`src/rtl/lift_controller_indicator.sv`:
```
// Lift controller: SCAN request service, travel/door timers,
// and a 7-segment digit for the current floor.
module lift_controller_indicator #(
  parameter int NUM_FLOORS    = 8,
  parameter int FLOOR_W       = 3,
  parameter int TRAVEL_CYCLES = 4,
  parameter int DOOR_CYCLES   = 3
) (
  input  logic                  clk,
  input  logic                  rst,
  input  logic [NUM_FLOORS-1:0] req,
  output logic [FLOOR_W-1:0]    floor,
  output logic [6:0]            seg,
  output logic                  dir_up,
  output logic                  dir_down,
  output logic                  door_open,
  output logic [NUM_FLOORS-1:0] pending
);

  typedef enum logic [1:0] {
    IDLE,
    MOVE,
    DOOR
  } state_t;

  localparam logic [15:0] TT_LAST = 16'(TRAVEL_CYCLES - 1);
  localparam logic [15:0] DC_LAST = 16'(DOOR_CYCLES - 1);

  state_t                  state, state_nx;
  logic [FLOOR_W-1:0]      floor_nx, step_fl;
  logic [NUM_FLOORS-1:0]   pending_nx, clr, pn;
  logic [NUM_FLOORS-1:0]   cur_oh, nxt_oh;
  logic                    last_dir, last_dir_nx;
  logic [15:0]             ttmr, ttmr_nx;
  logic [15:0]             dtmr, dtmr_nx;
  logic                    above, below;
  logic                    go_up, go_dn;

  // Sweep decision: keep direction while work remains ahead, else reverse
  always_comb begin
    above = 1'b0;
    below = 1'b0;
    for (int i = 0; i < NUM_FLOORS; i++) begin
      if (pending[i] && (i > int'(floor))) above = 1'b1;
      if (pending[i] && (i < int'(floor))) below = 1'b1;
    end
    go_up   = above && (last_dir || !below);
    go_dn   = below && (!last_dir || !above);
    pn      = pending | req;
    cur_oh  = NUM_FLOORS'(1) << floor;
    step_fl = last_dir ? floor + FLOOR_W'(1)
                       : floor - FLOOR_W'(1);
    nxt_oh  = NUM_FLOORS'(1) << step_fl;
  end

  // Next-state, timers, floor step and served-floor clear
  always_comb begin
    state_nx    = state;
    floor_nx    = floor;
    last_dir_nx = last_dir;
    ttmr_nx     = ttmr;
    dtmr_nx     = dtmr;
    clr         = '0;
    unique case (state)
      IDLE: begin
        if (|(pn & cur_oh)) begin
          state_nx = DOOR;
          clr      = cur_oh;
          dtmr_nx  = '0;
        end else if (go_up || go_dn) begin
          state_nx    = MOVE;
          last_dir_nx = go_up;
          ttmr_nx     = '0;
        end
      end
      MOVE: begin
        if (ttmr != TT_LAST) begin
          ttmr_nx = ttmr + 16'd1;
        end else begin
          floor_nx = step_fl;
          ttmr_nx  = '0;
          if (|(pn & nxt_oh)) begin
            state_nx = DOOR;
            clr      = nxt_oh;
            dtmr_nx  = '0;
          end
        end
      end
      DOOR: begin
        clr = cur_oh;
        if (|(req & cur_oh)) begin
          dtmr_nx = '0;
        end else if (dtmr != DC_LAST) begin
          dtmr_nx = dtmr + 16'd1;
        end else if (go_up || go_dn) begin
          state_nx    = MOVE;
          last_dir_nx = go_up;
          ttmr_nx     = '0;
        end else begin
          state_nx = IDLE;
        end
      end
      default: state_nx = IDLE;
    endcase
    pending_nx = pn & ~clr;
  end

  // State and datapath registers
  always_ff @(posedge clk) begin
    if (rst) begin
      state    <= IDLE;
      floor    <= '0;
      pending  <= '0;
      last_dir <= 1'b1;
      ttmr     <= '0;
      dtmr     <= '0;
    end else begin
      state    <= state_nx;
      floor    <= floor_nx;
      pending  <= pending_nx;
      last_dir <= last_dir_nx;
      ttmr     <= ttmr_nx;
      dtmr     <= dtmr_nx;
    end
  end

  // Status flags derived from the registered state
  always_comb begin
    dir_up    = (state == MOVE) && last_dir;
    dir_down  = (state == MOVE) && !last_dir;
    door_open = (state == DOOR);
  end

  // Floor digit decode, {a,b,c,d,e,f,g}
  always_comb begin
    seg = 7'b0000000;
    case (int'(floor))
      0: seg = 7'b1111110;
      1: seg = 7'b0110000;
      2: seg = 7'b1101101;
      3: seg = 7'b1111001;
      4: seg = 7'b0110011;
      5: seg = 7'b1011011;
      6: seg = 7'b1011111;
      7: seg = 7'b1110000;
      8: seg = 7'b1111111;
      9: seg = 7'b1111011;
      default: seg = 7'b0000000;
    endcase
  end

endmodule
```
`config.mk`:
```
export PLATFORM = sky130hd
export DESIGN_NAME = lift_controller_indicator
export DESIGN_NICKNAME = d
export VERILOG_FILES = /design/src/rtl/lift_controller_indicator.sv
export SDC_FILE = /design/constraint.sdc
export NUM_CORES = 1
export LEC_CHECK = 0
export BUFFER_PORTS_ARGS = -buffer_cell sky130_fd_sc_hd__buf_2
export CORE_MARGIN = 8
export CORE_UTILIZATION = 25
export CTS_BUF_LIST = sky130_fd_sc_hd__clkbuf_8
export DETAILED_ROUTE_END_ITERATION = 6
export PLACE_DENSITY = 0.5
export SLEW_MARGIN = 15
export SYNTH_ARGS = -nofsm -noshare
export SYNTH_HDL_FRONTEND = slang
export SYNTH_SLANG_ARGS = --single-unit
```
`constraint.sdc`:
```
create_clock -name clk -period 4 [get_ports clk]
set_input_delay 0.4 -clock clk [delete_from_list [all_inputs] [get_ports clk]]
set_output_delay 0.4 -clock clk [all_outputs]
set_load 0.005 [all_outputs]
```
# Word level (Yosys, flattened, before mapping)
# Memory sizes are Yosys's and may differ from the RTL's. A register that Yosys moved wholly into a read port is not among the register bits.
# Cells that the tools add are included.
totals:
  register_bits: 46
  elab_cells: 127
  romBits: 56
  out_inout_bits: 21
  in_bits: 10
  n_memories: 1
classes:
  n_mux: 46
  add_sub_neg: 4
  eq_ne: 12
  n_lt_le_gt_ge: 14
  n_reduce_logical: 35
  n_shift: 2
  bitwise_logic: 7
mem_list:
  columns: ["name", "words", "width", "rd", "rd_ports_with_merged_regs", "wr", "line", "rtl"]
  rows:
  - ["(no name shown)", 8, 7, 1, 1, 0, "137", "case (int'(floor))"]
ops:
  columns: ["op", "n"]
  rows:
  - ["$mux 16", 10]
  - ["$pmux 16 s3", 2]
  - ["$add 16x1->16 const B", 2]
  - ["$and 8x8->8", 4]
  - ["$ne 16x2->1 const B", 2]
  - ["$mux 8", 3]
  - ["$pmux 8 s3", 1]
  - ["$reduce_or 8->1", 3]
  - ["$mux 1", 19]
  - ["$logic_and 1x1->1", 18]
  - ["$shl 1x3->8 const A", 2]
  - ["$gt 3x3->1 const A", 4]
  - ["$mux 2", 6]
  - ["$ne 2x2->1 const B", 6]
  - ["$reduce_and 5->1", 2]
  - ["$lt 3x3->1 const A", 3]
  - ["$mux 3", 3]
  - ["$not 8->8", 1]
  - ["$or 8x8->8", 1]
  - ["$reduce_and 4->1", 2]
  - ["$gt 2x3->1 const A", 2]
  - ["$lt 1x3->1 const A", 2]
  - ["$lt 2x3->1 const A", 2]
  - ["$pmux 2 s3", 1]
  - ["15 further kinds", 19]

# Longest topological paths before layout
# Gate-level depths: netlist (run 1).
depth:
  ltp_word: 17
  mapped_depth: 12
  ltp_nobuf: 10

# Worst setup path after synthesis (run 1)
# No wires, ideal clock.
synth_path:
  path_type: "flip-flop to flip-flop"
  start: "register floor[0]"
  end: "register dtmr[13]"
  path_buffers: 3
  path_stages_with_launch: 12
  period_less_slack_ns: 3.103
  setup_ns: 0.132
  t_required_ns: 3.868
  slack_ns: 0.897
  arrival_ns: 2.971
  cell_sequence: "dfxtp_1 -> buf_2 -> inv_1 -> ha_1 -> xor2_1 -> mux4_2 -> mux2_4 -> o21a_4 -> buf_6 -> buf_2 -> o31ai_1 -> a21oi_1"
synth_via:
  elab_chain_len: 7
  elab_cells_between_ends: 17
  classes_between: "add/sub (2); eq/ne (3); shift (2); mux (3); bitwise (3); reduce/logical (4)"
synth_rtl:
  columns: ["element", "line", "rtl"]
  rows:
  - ["start, declared", "12", "output logic [FLOOR_W-1:0] floor,"]
  - ["start signal, assigned", "119", "floor <= floor_nx;"]
  - ["$sub 3x1->3 or $add 3x1->3 (tied branches)", "52, 51", null]
  - ["$mux 3", "51", "step_fl = last_dir ? floor + FLOOR_W'(1)"]
  - ["$shl 1x3->8", "53", "nxt_oh = NUM_FLOORS'(1) << step_fl;"]
  - ["$and 8x8->8", "82", "if (|(pn & nxt_oh)) begin"]
  - ["$reduce_or 8->1", "82", null]
  - ["$ne 2x2->1 (no line)", null, null]
  - ["$reduce_and 5->1 (no line)", null, null]
  - ["end signal, assigned", "123", "dtmr <= dtmr_nx;"]
  - ["end, declared", "35", "logic [15:0] dtmr, dtmr_nx;"]
# Parallel ways exist; a longest one is shown, timed or not.
# A chain may end at the register's enable or synchronous reset.

# Worst setup path in the final report (run 1)
layout_path:
  start: "register floor[0]"
  end: "register dtmr[15]"
# The elaborated chain is that of the path after synthesis.

==> results.sh, run 1 <==
export IMPL_status="completed"
export IMPL_seq_area_frac_synth=0.343
export IMPL_arrival_ns=3.71
export IMPL_r2r_cells=8
export IMPL_fillerInstances=1295
export IMPL_fin_crit_sh=0.867
export IMPL_cts_tree="yes"
export IMPL_globalplace_congestion=0.871
export IMPL_fin_worst_skew_ns=0.0107
export IMPL_register_area_um2=1060
export IMPL_detail_route_antenna_nets=0
export IMPL_cts_hold_fix_buffers=0
export IMPL_setup_tns_ns=0
export IMPL_clkSinkCount=53
export IMPL_pre_cts_ws_ns=0.546
export IMPL_multi_input_area_um2=1900
export IMPL_root_buffer="clkbuf_8"
export IMPL_gr_total_overflow=0
export IMPL_cts_buffers=5
export IMPL_max_slew_margin=0.611
export IMPL_r2r_slack_ns=0.53
export IMPL_finalMaxSlewViolations=0
export IMPL_post_cts_setup_buffer_count=0
export IMPL_die_h_um=127
export IMPL_clk_latency_ns=0.31
export IMPL_start_kind="flop"
export IMPL_drtPass1Iterations=4
export IMPL_path_class="reg -> reg"
export IMPL_worstMarginPinSlew_ns=0.583
export IMPL_grt_start_max_net_pins=30
export IMPL_holdPathStages=3
export IMPL_drt_initial_drc_count=227
export IMPL_setup_worst_path_start="floor[0]$_SDFFE_PP0P_"
export IMPL_cap_violations=0
export IMPL_wirelength_mm=8.25
export IMPL_dieArea_um2=16200
export IMPL_wire_per_inst_um=14.6
export IMPL_grt_pass1_vias=2874
export IMPL_synthCells=369
export IMPL_holdCritPathClass="in -> reg"
export IMPL_synth_edf_count=0
export IMPL_timing_rr_end="dtmr[15]$_SDFFE_PP0P_"
export IMPL_power_density_nw_per_um2=296
export IMPL_die_x_um=127
export IMPL_p_leak_nw=1.22
export IMPL_async_flop_share=0
export IMPL_yosys_warnings=0
export IMPL_hp_start="req[0]"
export IMPL_via_per_inst=5.06
export IMPL_fin_crit_ns=3.47
export IMPL_path_max_fanout=24
export IMPL_diodes=0
export IMPL_htree_levels=2
export IMPL_hold_viol_final=0
export IMPL_cp_end_kind="flop"
export IMPL_grt_pass1_wl_mm=14.3
export IMPL_max_freq_mhz=288
export IMPL_ir_worst_vdd_mv=0.126
export IMPL_core_um2=12100
export IMPL_ys_types=60
export IMPL_ys_flop_type="dfxtp_1"
export IMPL_port_buffers=30
export IMPL_area_delta_synth_final_pct=13.8
export IMPL_crit_reg2reg_launch="floor[0]$_SDFFE_PP0P_"
export IMPL_fp_row_count=40
export IMPL_worst_ep_required_time_ns=4.24
export IMPL_synthesis_nets=394
export IMPL_cts_resized_gates=0
export IMPL_syn_area_um2=3090
export IMPL_cts_buffer_depth=2
export IMPL_final_nets=422
export IMPL_hold_end="pending[0]$_SDFF_PP0_"
export IMPL_dp_hpwl_mm=6.15
export IMPL_drc=0
export IMPL_vias=2866
export IMPL_grt_total_usage=0.107
export IMPL_clk_pin_slew_ns=0.10
export IMPL_drive_above_1_share=0.136
export IMPL_initial_utilization=0.256
export IMPL_grt_antenna_before_repair=0
export IMPL_ios=31
export IMPL_worst_slack_ns=0.531
export IMPL_setup_viol=0
export IMPL_power_mw=1.04
export IMPL_synth_seq_cells=53
export IMPL_grt_setup_unrepaired="no"
export IMPL_syn_avg_cell_area_um2=8.38
## placed cells by master (no fill, tap or decap), types with 5 or more instances in the layout
| cell | count |
|---|---|
| a21oi_1 | 32 |
| a311oi_1 | 6 |
| and3_1 | 10 |
| buf_2 | 30 |
| buf_4 | 5 |
| clkbuf_8 | 6 |
| dfxtp_1 | 53 |
| ha_1 | 15 |
| inv_1 | 12 |
| mux2i_1 | 5 |
| nand2_1 | 18 |
| nand3_1 | 13 |
| nand4_1 | 8 |
| nor2_1 | 42 |
| nor3_1 | 10 |
| nor4_1 | 6 |
| o21ai_0 | 16 |
| o21ai_1 | 10 |
| o221ai_1 | 5 |
| o31ai_1 | 6 |
| or3_1 | 6 |
| or4_1 | 5 |
| xnor2_1 | 13 |
## power breakdown
group | internal [mW] | switching, mW
Sequential | 0.540 | 0.0182
Combinational | 0.0521 | 0.0899
Clock | 0.144 | 0.196
## worst max-delay path: stages (launching register included)
cell and delay, ns:
dfxtp_1 0.55, inv_1 0.24, ha_1 0.38, xor2_1 0.42
mux4_2 0.56, mux2_4 0.31, o21a_4 0.29, or4_1 0.52
a21oi_1 0.14
## cells in the mapped netlist, types with 6 or more instances
cell type,number,share of area
and3_1,10,0.020
xnor2_1,13,0.037
o21ai_0,16,0.026
nor4_1,6,0.012
nor3_1,10,0.016
clkbuf_1,8,0.0097
o21ai_1,10,0.016
ha_1,15,0.061
o31ai_1,6,0.015
or3_1,6,0.012
a21oi_1,32,0.052
nand2_1,18,0.022
nand3_1,13,0.021
nand4_1,8,0.016
dfxtp_1,53,0.34
a311oi_1,6,0.017
nor2_1,42,0.051
inv_1,12,0.015
## per-stage QoR
stage                     area [um2]  hold WS, ns  utilization  std cells
after floorplan                 3090        0.452            -        369
after global placement          3420        0.481        0.283        558
after detailed placement        3420        0.474        0.283        558
after CTS                       3520        0.480        0.291        566
after global routing            3520        0.515        0.291        566
final                           3520        0.486        0.291        566
## final cells by class
class,instances,area share
Clock inverter,2,0.00498
Clock buffer,6,0.0235
Tap cell,168,0.0598
Timing Repair Buffer,35,0.0534
Inverter,15,0.0160
Sequential cell,53,0.302
Multi-Input combinational cell,287,0.541
## how the worst max path moves through the flow
| stage | slack [ns] | end | cells past startpoint |
|---|---|---|---|
| 2_1_floorplan | 0.90 | dtmr[13]$_SDFFE_PP0P_ | 11 |
| 3_3_place_gp | 0.69 | dtmr[10]$_SDFFE_PP0P_ | 8 |
| 3_5_place_dp | 0.55 | dtmr[10]$_SDFFE_PP0P_ | 8 |
| 4_1_cts | 0.51 | dtmr[10]$_SDFFE_PP0P_ | 8 |
| 5_1_grt | 0.26 | dtmr[9]$_SDFFE_PP0P_ | 8 |
| 6_report | 0.53 | dtmr[15]$_SDFFE_PP0P_ | 8 |
## logic make-up (layout without fill, tap and decap cells)
logic type	count (synthesis)	in the layout	synth area share
AND/OR/NAND/NOR	140	140	0.233
AO/OA/AOI/OAI	108	108	0.234
flip-flops	53	53	0.343
buffers and inverters	29	58	0.0417
adder cells (fa/ha/maj)	15	15	0.0607
XOR/XNOR	15	15	0.0449
multiplexers	9	9	0.0429
## routing by layer
layer	share of wire	GRT usage	vias to the layer above
met1	0.49	0.144	1363
met2	0.45	0.165	58
met5	0	0	-
met4	0.016	0.0357	0
met3	0.042	0.0229	10
li1	-	-	1435
## flip-flops by register name, indices dropped and copies added (netlist names)
signal    flops
ttmr         16
seg           7
floor         3
dtmr         16
pending       8
last_dir      1
state         2
No activity file was read; power rests on OpenSTA's default activity.
==> run 2: changes to the inputs <==
--- a/config.mk
+++ b/config.mk
@@ -7,10 +7,10 @@
 export LEC_CHECK = 0
 export BUFFER_PORTS_ARGS = -buffer_cell sky130_fd_sc_hd__buf_2
 export CORE_MARGIN = 8
-export CORE_UTILIZATION = 25
+export CORE_UTILIZATION = 61
 export CTS_BUF_LIST = sky130_fd_sc_hd__clkbuf_8
 export DETAILED_ROUTE_END_ITERATION = 6
-export PLACE_DENSITY = 0.5
+export PLACE_DENSITY = 0.92
 export SLEW_MARGIN = 15
 export SYNTH_ARGS = -nofsm -noshare
 export SYNTH_HDL_FRONTEND = slang
==> constraint.sdc (replaced) <==
create_clock -name clk -period 3.2 [get_ports clk]
set_input_delay 0.32 -clock clk [delete_from_list [all_inputs] [get_ports clk]]
set_output_delay 0.32 -clock clk [all_outputs]
set_load 0.005 [all_outputs]
==> run 2 against run 1 <==
Die area down 53%. Register-to-register slack lost 0.36 ns. Wire length decreased by 2.2%. Worst setup slack got worse by 0.36 ns. Via count rose by 7.8%. Combinational power rose by 28%. Clock skew decreased by 0.0017 ns. Core utilization up 39 points. Clock power rose by 28%.
==> results.sh, run 2 (synthesis gave the netlist of run 1 again) <==
export IMPL_globalplace_congestion=1.03
export IMPL_path_class="reg -> reg"
export IMPL_detail_route_antenna_nets=0
export IMPL_cts_buffers=5
export IMPL_setup_viol=0
export IMPL_max_slew_margin=0.619
export IMPL_p_switching_mw=0.346
export IMPL_p_leak_nw=1.24
export IMPL_worst_ep_required_time_ns=3.44
export IMPL_cts_buffer_depth=2
export IMPL_dp_hpwl_mm=5.77
export IMPL_seq_power_share=0.531
export IMPL_wire_per_inst_um=17.2
export IMPL_wirelength_mm=8.07
export IMPL_reg_top3="dtmr x16, ttmr x16, pending x8"
export IMPL_met3_length_um=683
export IMPL_clk_pin_slew_ns=0.09
export IMPL_dr_max_layer_used="met4"
export IMPL_netSwitchingFraction=0.263
export IMPL_grt_pass1_wl_mm=13.6
export IMPL_cp_end_kind="flop"
export IMPL_grt_pass1_vias=2783
export IMPL_drive_above_1_share=0.148
export IMPL_root_buffer="clkbuf_8"
export IMPL_die_x_um=87.2
export IMPL_clockPowerShare=0.330
export IMPL_path_max_fanout=24
export IMPL_fin_crit_ns=3.03
export IMPL_drc=0
export IMPL_grt_antenna_before_repair=0
export IMPL_p_int_mw=0.969
export IMPL_initial_utilization=0.617
export IMPL_drt_initial_drc_count=287
export IMPL_power_mw=1.32
export IMPL_cap_violations=0
export IMPL_clkSinkCount=53
export IMPL_core_um2=5010
export IMPL_diodes=0
export IMPL_holdCritPathClass="in -> reg"
export IMPL_ir_worst_vdd_mv=0.343
export IMPL_drtPass1Iterations=5
export IMPL_slowest_stage="or4_1"
export IMPL_cts_tree="yes"
export IMPL_final_common_cell="dfxtp_1"
export IMPL_grt_total_usage=0.218
export IMPL_fp_row_count=26
export IMPL_power_density_nw_per_um2=383
export IMPL_gr_total_overflow=0
export IMPL_max_freq_mhz=330
export IMPL_final_cell_mix="dfxtp_1, nor2_1, a21oi_1"
export IMPL_grt_setup_unrepaired="no"
export IMPL_ios=31
export IMPL_wl_met2_mm=3.74
export IMPL_status="completed"
export IMPL_clk_latency_ns=0.30
export IMPL_cp_slowest_stage_delay_ns=0.53
export IMPL_htree_levels=2
export IMPL_hold_viol_final=0
export IMPL_arrival_ns=3.27
export IMPL_cts_hold_fix_buffers=0
export IMPL_final_nets=425
export IMPL_path_cells="inv_1 -> ha_1 -> xor2_2 -> mux4_2 -> mux2_4 -> o21a_4 -> or4_1 -> a21oi_1"
export IMPL_grt_start_max_net_pins=30
export IMPL_pwr_share_comb=0.139
export IMPL_setup_tns_ns=0
export IMPL_fin_crit_sh=0.948
export IMPL_finalMaxSlewViolations=0
export IMPL_start_kind="flop"
export IMPL_fin_worst_skew_ns=0.00904
export IMPL_dieArea_um2=7600
export IMPL_area_delta_synth_final_pct=11.0
export IMPL_via_per_inst=6.57
export IMPL_vias=3090
export IMPL_port_buffers=30
export IMPL_die_h_um=87.2
export IMPL_drt_met1_wl_mm=3.50
export IMPL_worstMarginPinSlew_ns=0.571
[run 2: final timing paths]
kind / to / depth (start not counted) / slack [ns] / from
worst max register to register: dtmr[10]$_SDFFE_PP0P_ / 8 / 0.17 / floor[0]$_SDFFE_PP0P_
worst max-delay path: dtmr[10]$_SDFFE_PP0P_ / 8 / 0.17 / floor[0]$_SDFFE_PP0P_
worst min-delay path: pending[2]$_SDFF_PP0_ / 3 / 0.42 / req[2]
worst min register to register: dtmr[15]$_SDFFE_PP0P_ / 2 / 0.49 / dtmr[15]$_SDFFE_PP0P_
[run 2: through the flow]
stage	hold WS, ns	instance area [um2]	setup WS (ns)	instances	utilization
global route	0.428	3430	0.0210	470	0.685
detailed placement	0.479	3320	0.0956	463	0.662
floorplan	0.452	3090	0.0970	369	-
CTS	0.410	3420	0.0522	470	0.683
global placement	0.472	3320	0.187	463	0.662
finish	0.417	3430	0.168	470	0.685
[run 2: worst max-delay path, delay by kind of cell (launching register included)]
kind            cells  cell delay [ns]
buf+inv             1             0.17
xor+xnor            1             0.20
simple gates        1             0.53
flops               1             0.41
compound gates      2             0.45
fa+ha+maj           1             0.39
mux                 2             0.82
[run 2: layer usage]
| layer | up-vias | track usage |
|---|---|---|
| met5 | - | 0 |
| met4 | 0 | 0.0734 |
| met3 | 19 | 0.0491 |
| met2 | 161 | 0.341 |
| met1 | 1468 | 0.287 |
| li1 | 1442 | - |
[run 2: power by group through the flow]
stage / registers [mW] / logic [mW] / clock network (mW)
floorplan: 0.704 / 0.130 / 0
global placement: 0.711 / 0.169 / 0
global route: 0.701 / 0.199 / 0.470
finish: 0.699 / 0.182 / 0.434
detailed placement: 0.712 / 0.175 / 0
CTS: 0.697 / 0.178 / 0.443
[run 2: area by class of cell]
| class | count | area, um2 |
|---|---|---|
| Multi-Input combinational cell | 287 | 1910 |
| Fill cell | 402 | 1580 |
| Sequential cell | 53 | 1060 |
| Timing Repair Buffer | 38 | 210 |
| Tap cell | 70 | 87.6 |
| Clock buffer | 5 | 68.8 |
| Inverter | 15 | 56.3 |
| Clock inverter | 2 | 35.0 |
[run 2: what timing repair did]
| item | 4_1_cts | 5_1_grt |
|---|---|---|
| hold endpoints to repair | 0 | 0 |
| endpoints found under the setup margin | 0 | 14 |
| buffers inserted | 0 | 0 |
| gates resized for setup | 0 | 3 |
